[config.mk]
export PLATFORM = sky130hd
export DESIGN_NAME = ue14500_seq
export DESIGN_NICKNAME = d
export VERILOG_FILES = /design/src/rtl/ue14500_seq.sv
export SDC_FILE = /design/constraint.sdc
export NUM_CORES = 1
export LEC_CHECK = 0
export ABC_AREA = 1
export BUFFER_PORTS_ARGS = -buffer_cell sky130_fd_sc_hd__buf_2
export CORE_AREA = 2 2 55 57
export CTS_CLUSTER_DIAMETER = 30
export DETAILED_ROUTE_END_ITERATION = 10
export DIE_AREA = 0 0 57 59
export PLACE_DENSITY = 0.64
export SLEW_MARGIN = 40
export SYNTH_ARGS = -nofsm -noshare
export SYNTH_HDL_FRONTEND = slang
export SYNTH_SLANG_ARGS = --single-unit
[constraint.sdc]
create_clock -name CLK -period 1 [get_ports CLK]
set_input_delay 0.1 -clock CLK [delete_from_list [all_inputs] [get_ports CLK]]
set_output_delay 0.1 -clock CLK [all_outputs]
set_load 0.005 [all_outputs]
[src/rtl/ue14500_seq.sv]
// ue14500_seq: program sequencer between program memory and the 1-bit ICU.
// Optional call/return stack enabled by defining UE14500_SEQ_CALL_STACK_EN.
module ue14500_seq #(
  parameter int                ADDR_W      = 8,
  parameter logic [ADDR_W-1:0] RESET_VEC   = '0,
  parameter bit                START_RUN   = 1'b1,
  parameter int                STACK_DEPTH = 4
) (
  input  logic              CLK,
  input  logic              RST,
  input  logic [3:0]        MEM_OP,
  input  logic [ADDR_W-1:0] MEM_OPND,
  input  logic              FL0,
  input  logic              JMP,
  input  logic              RTN,
  input  logic              FLF,
  input  logic              RUN_REQ,
  input  logic              STEP_REQ,
  input  logic              HALT_REQ,
  output logic [ADDR_W-1:0] ADDR,
  output logic [3:0]        IR_OUT,
  output logic              RUNNING,
  output logic              STK_ERR
);

  typedef enum logic [1:0] {S_RUN, S_STEP, S_DRAIN, S_HALT} state_t;

  state_t            state_q, state_d;
  logic [ADDR_W-1:0] pc_q, pc_d;
  logic [ADDR_W-1:0] opnd_q, opnd_d;
  logic [ADDR_W-1:0] rtn_pc;
  logic              flags_live, jmp_take, rtn_take;

  // Flags always belong to the previously issued instruction; after a bubble
  // (STEP, HALT) there is nothing to act on.
  assign flags_live = (state_q == S_RUN) || (state_q == S_DRAIN);
  assign jmp_take   = flags_live && JMP;
  assign rtn_take   = flags_live && !JMP && RTN;

  always_ff @(posedge CLK or posedge RST) begin
    if (RST) begin
      state_q <= START_RUN ? S_RUN : S_HALT;
      pc_q    <= RESET_VEC;
      opnd_q  <= '0;
    end else begin
      state_q <= state_d;
      pc_q    <= pc_d;
      opnd_q  <= opnd_d;
    end
  end

  always_comb begin
    state_d = state_q;
    pc_d    = pc_q;
    opnd_d  = opnd_q;
    case (state_q)
      S_RUN: begin
        opnd_d = MEM_OPND;
        if (FLF || HALT_REQ) state_d = S_DRAIN;
      end
      S_STEP: begin
        opnd_d  = MEM_OPND;
        pc_d    = pc_q + 1'b1;
        state_d = S_DRAIN;
      end
      S_DRAIN: state_d = S_HALT;
      S_HALT: begin
        if (RUN_REQ)       state_d = S_RUN;
        else if (STEP_REQ) state_d = S_STEP;
      end
      default: state_d = S_HALT;
    endcase
    if (jmp_take)                pc_d = opnd_q;
    else if (rtn_take)           pc_d = rtn_pc;
    else if (state_q == S_RUN)   pc_d = pc_q + 1'b1;
  end

  assign ADDR    = pc_q;
  assign IR_OUT  = (state_q == S_RUN || state_q == S_STEP) ? MEM_OP : 4'hF;
  assign RUNNING = (state_q == S_RUN);

`ifdef UE14500_SEQ_CALL_STACK_EN
  localparam int SP_W  = $clog2(STACK_DEPTH + 1);
  localparam int IDX_W = (STACK_DEPTH > 1) ? $clog2(STACK_DEPTH) : 1;
  localparam logic [SP_W-1:0] SP_FULL = SP_W'(STACK_DEPTH);

  logic [ADDR_W-1:0] stk_q [STACK_DEPTH];
  logic [SP_W-1:0]   sp_q, sp_d, sp_m1;
  logic              prefix_q, prefix_d, err_q, err_d, push;

  assign sp_m1 = sp_q - 1'b1;

  always_ff @(posedge CLK or posedge RST) begin
    if (RST) begin
      sp_q     <= '0;
      prefix_q <= 1'b0;
      err_q    <= 1'b0;
    end else begin
      sp_q     <= sp_d;
      prefix_q <= prefix_d;
      err_q    <= err_d;
    end
  end

  // Entries need no reset: sp alone decides what is valid.
  always_ff @(posedge CLK) begin
    if (push) stk_q[sp_q[IDX_W-1:0]] <= pc_q + 1'b1;
  end

  always_comb begin
    sp_d     = sp_q;
    prefix_d = prefix_q;
    err_d    = err_q;
    push     = 1'b0;
    rtn_pc   = RESET_VEC;
    if (state_q == S_RUN) prefix_d = FL0;
    // A JMP preceded by NOP0 is a call; pc+1 skips past the delay slot.
    if (jmp_take && prefix_q) begin
      if (sp_q == SP_FULL) begin
        err_d = 1'b1;
      end else begin
        push = 1'b1;
        sp_d = sp_q + 1'b1;
      end
    end else if (rtn_take) begin
      if (sp_q == '0) begin
        err_d = 1'b1;
      end else begin
        sp_d   = sp_m1;
        rtn_pc = stk_q[sp_m1[IDX_W-1:0]];
      end
    end
  end

  assign STK_ERR = err_q;
`else
  logic unused_fl0;
  assign unused_fl0 = FL0;
  assign rtn_pc     = RESET_VEC;
  assign STK_ERR    = 1'b0;
`endif

endmodule

# Yosys cells after proc, flatten, opt, wreduce, memory -nomap -nowiden
# Cells that the tools add are included.
[classes]
mux = 9
addsub = 1
reduce_logical = 11
eq_ne = 5
[op_table]
columns = ["operator", "count"]
rows = [
  ["$mux 8", 4],
  ["$add 8x1->8 const B", 1],
  ["$pmux 2 s4", 1],
  ["$mux 2", 3],
  ["$eq 2x2->1 const B", 2],
  ["$mux 4", 1],
  ["$reduce_bool 4->1", 1],
  ["$logic_and 1x1->1", 3],
  ["$logic_or 1x1->1", 3],
  ["$ne 3x3->1 const B", 1],
  ["$eq 2x1->1 const B", 1],
  ["$logic_not 2->1", 1],
  ["$ne 2x1->1 const B", 1],
  ["$reduce_and 2->1", 1],
  ["$reduce_or 2->1", 1],
  ["$logic_not 1->1", 1],
]
[word_totals]
ff_bits = 18

# Logic depth before layout (Yosys ltp)
[logic_depth]
ltp_word = 6
depth_mapped = 8

# Worst setup path after synthesis
# Ideal clock, no wire load.
[synth_path]
path_type = "register -> register"
start = "register pc_q[1], in the netlist ADDR[1]"
end = "register pc_q[6], in the netlist ADDR[6]"
required_time_ns = 0.880
arrival_ns = 1.011
stages_incl_launch_ff = 9
setup_time_ns = 0.120
period_less_slack_ns = 1.130
path_slack_ns = -0.130
path_cell_list = "dfrtp_1 > ha_1 > nand2_1 > nor2_2 > nand2_1 > nand2_1 > nand2_1 > nand2_1 > a21oi_2"
[synth_between]
elab_chain_len = 5
[synth_rtl]
columns = ["item", "line_no", "source"]
rows = [
  ["from (decl)", "29", "logic [ADDR_W-1:0] pc_q, pc_d;"],
  ["from (signal assigned)", "47", "pc_q <= pc_d;"],
  ["$add 8x1->8 (*)", "63, 75", ""],
  ["$mux 8", "56", "case (state_q)"],
  ["$mux 8 (*)", "75", "else if (state_q == S_RUN) pc_d = pc_q + 1'b1;"],
  ["$mux 8 (*)", "74", "else if (rtn_take) pc_d = rtn_pc;"],
  ["$mux 8 (*)", "73", "if (jmp_take) pc_d = opnd_q;"],
]
# Mark *: on every way between the ends. The rest lies on a longest branch, timed or not. The select of a mux whose other input is x is not followed.
# A chain may end at the register's enable or synchronous reset.

# Worst setup path after layout
[layout_path]
start = "register state_q[1]"
end = "output IR_OUT[3]"
[layout_between]
elab_chain_len = 3
word_cells_on_any_way = 4
[layout_rtl]
columns = ["item", "line_no", "source"]
rows = [
  ["from (decl)", "28", "state_t state_q, state_d;"],
  ["from (signal assigned)", "42", "state_q <= START_RUN ? S_RUN : S_HALT;"],
  ["from (signal assigned)", "46", "state_q <= state_d;"],
  ["$eq 2x1->1 or $logic_not 2->1 (tied branches)", "79", "assign IR_OUT = (state_q == S_RUN || state_q == S_STEP) ? MEM_OP : 4'hF;"],
  ["$logic_or 1x1->1 (*)", "79", ""],
  ["$mux 4 (*)", "79", ""],
  ["to (decl)", "21", "output logic [3:0] IR_OUT,"],
]
# Mark *: on every way between the ends. The rest lies on a longest branch, timed or not.

==> reports/qor.txt <==
Status: finished with violations
Violated checks: setup timing
DP Wirelength: 1770 µm
RSZ-0062 raised after global routing: true
LEAKAGE: 0.865 nW
Total track usage: 17.3%
Power Dens Cells: 2780 mW/mm²
Clock tree root buffer cell: clkbuf_4
Syn_nets: 153
P_int: 2.81 mW
Num CTS Buffers: 3
Clock Skews: 9.70 ps
Routing usage on met2: 33.2%
Leading area contributor after synthesis: dfrtp_1
Area Overhead vs Synth: 67.9%
Syn Area/Cell: 7.55 µm²
Post-route ant nets: 0
NumNets Final: 224
# fillers: 247
Switching Fraction: 39.1%
Most common cell in the netlist: nand2_1
Inserted Diodes: 0
Max-cap viol count: 0
EDFF count, synth: 0
Register area: 457 µm²
Dominant synthesized flop cell: dfrtp_1
Yosys top cell area share: 45.5%
Ratio of cells with drive above 1 in the final layout: 49.0%
CTS max path bufs: 2
GPL Wtd Cong: 0.768
Initial antenna violation count: 0
DRT Pass-1 Iters: 4
Wire per inst: 11.8 µm
Psw: 1.81 mW
Setup crit start kind: flip-flop
# port buffers: 32
Chip Width: 57 µm
CTS H-tree depth: 1
Crit path DAT: 1110 ps
Clk sink count: 18
Grt met1 use: 20.0%
Initial drt markers: 14
Crit end category: output port
Worst hold path class: input pin to flip-flop
Final TNS setup: -2200 ps
Worst-skew pair later-pin latency: 290 ps
Clock transition at path regs: 110 ps
Warnings from Yosys: 0
Share of flip-flops with an asynchronous set or reset: 100%
First-pass GRT wire length: 4510 µm
DR vias: 1069
Final Power: 4.62 mW
Clock share of power: 7.9%
Post-Syn Instances: 131
Core area: 0.00271 mm²
Tmin final: 1210 ps
Grt met3 use: 2.84%
Die H: 59 µm
Grt total ovfl: 0
Synth Register Bits: 18
Vias in the first global route: 1045
Row count: 19
Largest net degree at the start of global routing: 19
Setup-failing EPs final: 22
Critical Path Fanout Max: 7
Yosys cell types: 26
Max VDD drop: 1880 µV
Multi-input gate area: 522 µm²
CTS tree: done
Vias/cell: 4.63
Fmax: 0.825 GHz
Netlist area before placement: 990 µm²
FF-to-FF setup slack: -190 ps
Grt peak-use layer: met2
Sequential share of power: 29.9%
Worst hold slack: 12.4 ps
Worst Setup Path Type: flip-flop to output port
Slew Limit Fails: 0
CP Data Required Time: 900 ps
Die ar.: 0.00336 mm²
Post-route DRC violation count: 0
Starting Density: 36.5%
Top post-synthesis cells by area: dfrtp_1, nand2_1, inv_1
Seq/Total Area, Yosys: 45.5%
Ports: 35
Routed WL: 2720 µm
Period utilisation layout: 121%
Logic pwr share: 62.2%
Final WS setup: -211 ps
Final Hold Vio Count: 0
Most frequent cells after synthesis: nand2_1, dfrtp_1, inv_1, nor2_1
==> sequential cells by signal (all words and copies together), names as in the netlist <==
signal,flops
state_q,2
ADDR,8
opnd_q,8
==> metrics by stage <==
| stage | std cells | setup slack (ps) | area [µm²] | utilization [%] |
|---|---|---|---|---|
| 6_report | 231 | -211 | 1660 | 61.3 |
| 2_1_floorplan | 131 | -102 | 1010 | - |
| 4_1_cts | 226 | -210 | 1600 | 59.0 |
| 3_3_place_gp | 208 | -90.1 | 1310 | 48.4 |
| 3_5_place_dp | 208 | -139 | 1310 | 48.4 |
| 5_1_grt | 231 | -248 | 1660 | 61.3 |
==> path summary, 6_finish.rpt <==
| path | from | cells past startpoint | endpoint |
|---|---|---|---|
| setup / recovery | state_q[1] | 2 | IR_OUT[3] |
| hold / removal | MEM_OPND[2] | 3 | opnd_q[2] |
| setup reg to reg | state_q[1] | 6 | ADDR[1] |
| hold reg to reg | opnd_q[3] | 2 | opnd_q[3] |
| max in group asynchronous | RST | 4 | ADDR[0] |
| min in group asynchronous | RST | 4 | opnd_q[1] |
==> critical path, cell delays in order (launching register included) <==
cell and delay [ps]:
dfrtp_2 470, or2_4 240, buf_6 110
==> logic make-up after synthesis <==
| kind of cell | synth area share (%) |
|---|---|
| and+or+nand+nor | 32.5 |
| buffers and inverters | 8.98 |
| AOI/OAI and AO/OA | 11.4 |
| DFF | 45.5 |
| adders and majority gates | 1.26 |
| other | 0.379 |
==> layout by cell type (no fill, tap or decap) <==
cell,n
clkbuf_4,3
inv_2,3
buf_2,23
dfrtp_2,5
inv_1,12
nand3_2,2
o21ai_2,1
or2_4,4
dlygate4sd3_1,6
o21ai_4,1
inv_8,1
buf_4,22
nand2_2,3
o211ai_1,1
or2_0,1
nand3_1,5
conb_1,1
o31ai_2,1
dfrtp_1,13
ha_4,1
o21ai_1,3
a21oi_2,1
nand2_4,2
nor2_2,2
o22ai_2,1
nor2_4,3
nand4_1,1
nand2_1,40
a21oi_1,3
o21ai_0,5
buf_6,19
nor2_1,11
==> power groups by stage <==
| stage | registers (mW) | logic [mW] | clock network (mW) |
|---|---|---|---|
| CTS | 1.38 | 2.60 | 0.372 |
| detailed placement | 1.38 | 1.96 | 0 |
| finish | 1.38 | 2.87 | 0.366 |
| floorplan | 1.35 | 1.09 | 0 |
| global route | 1.43 | 3.17 | 0.394 |
| global placement | 1.36 | 1.91 | 0 |
==> repair_timing <==
item | in CTS | in global routing
endpoints found under the setup margin | 28 | 30
pin swaps | 4 | 4
hold buffers | 6 | 0
endpoints found under the hold margin | 23 | 0
buffers inserted | 8 | 6
resized for setup | 36 | 10
cloned | 1 | 0
==> cell type report <==
| cell class | count | share of cell area, % |
|---|---|---|
| flip-flops and latches | 18 | 27.5 |
| clock buffers | 3 | 1.36 |
| inverters | 16 | 4.07 |
| repair buffers | 70 | 33.4 |
| well taps | 31 | 2.33 |
| multi-input cells | 93 | 31.4 |
==> per-layer routing <==
| metal | routed length, µm | share of wire, % | up-vias |
|---|---|---|---|
| met5 | 0 | 0 | - |
| met2 | 1440 | 53 | 33 |
| met3 | 150 | 5.5 | 0 |
| met1 | 1130 | 41 | 493 |
| li1 | - | - | 543 |
| met4 | 0 | 0 | 0 |
Note: power is estimated with default switching activity, not from simulation.
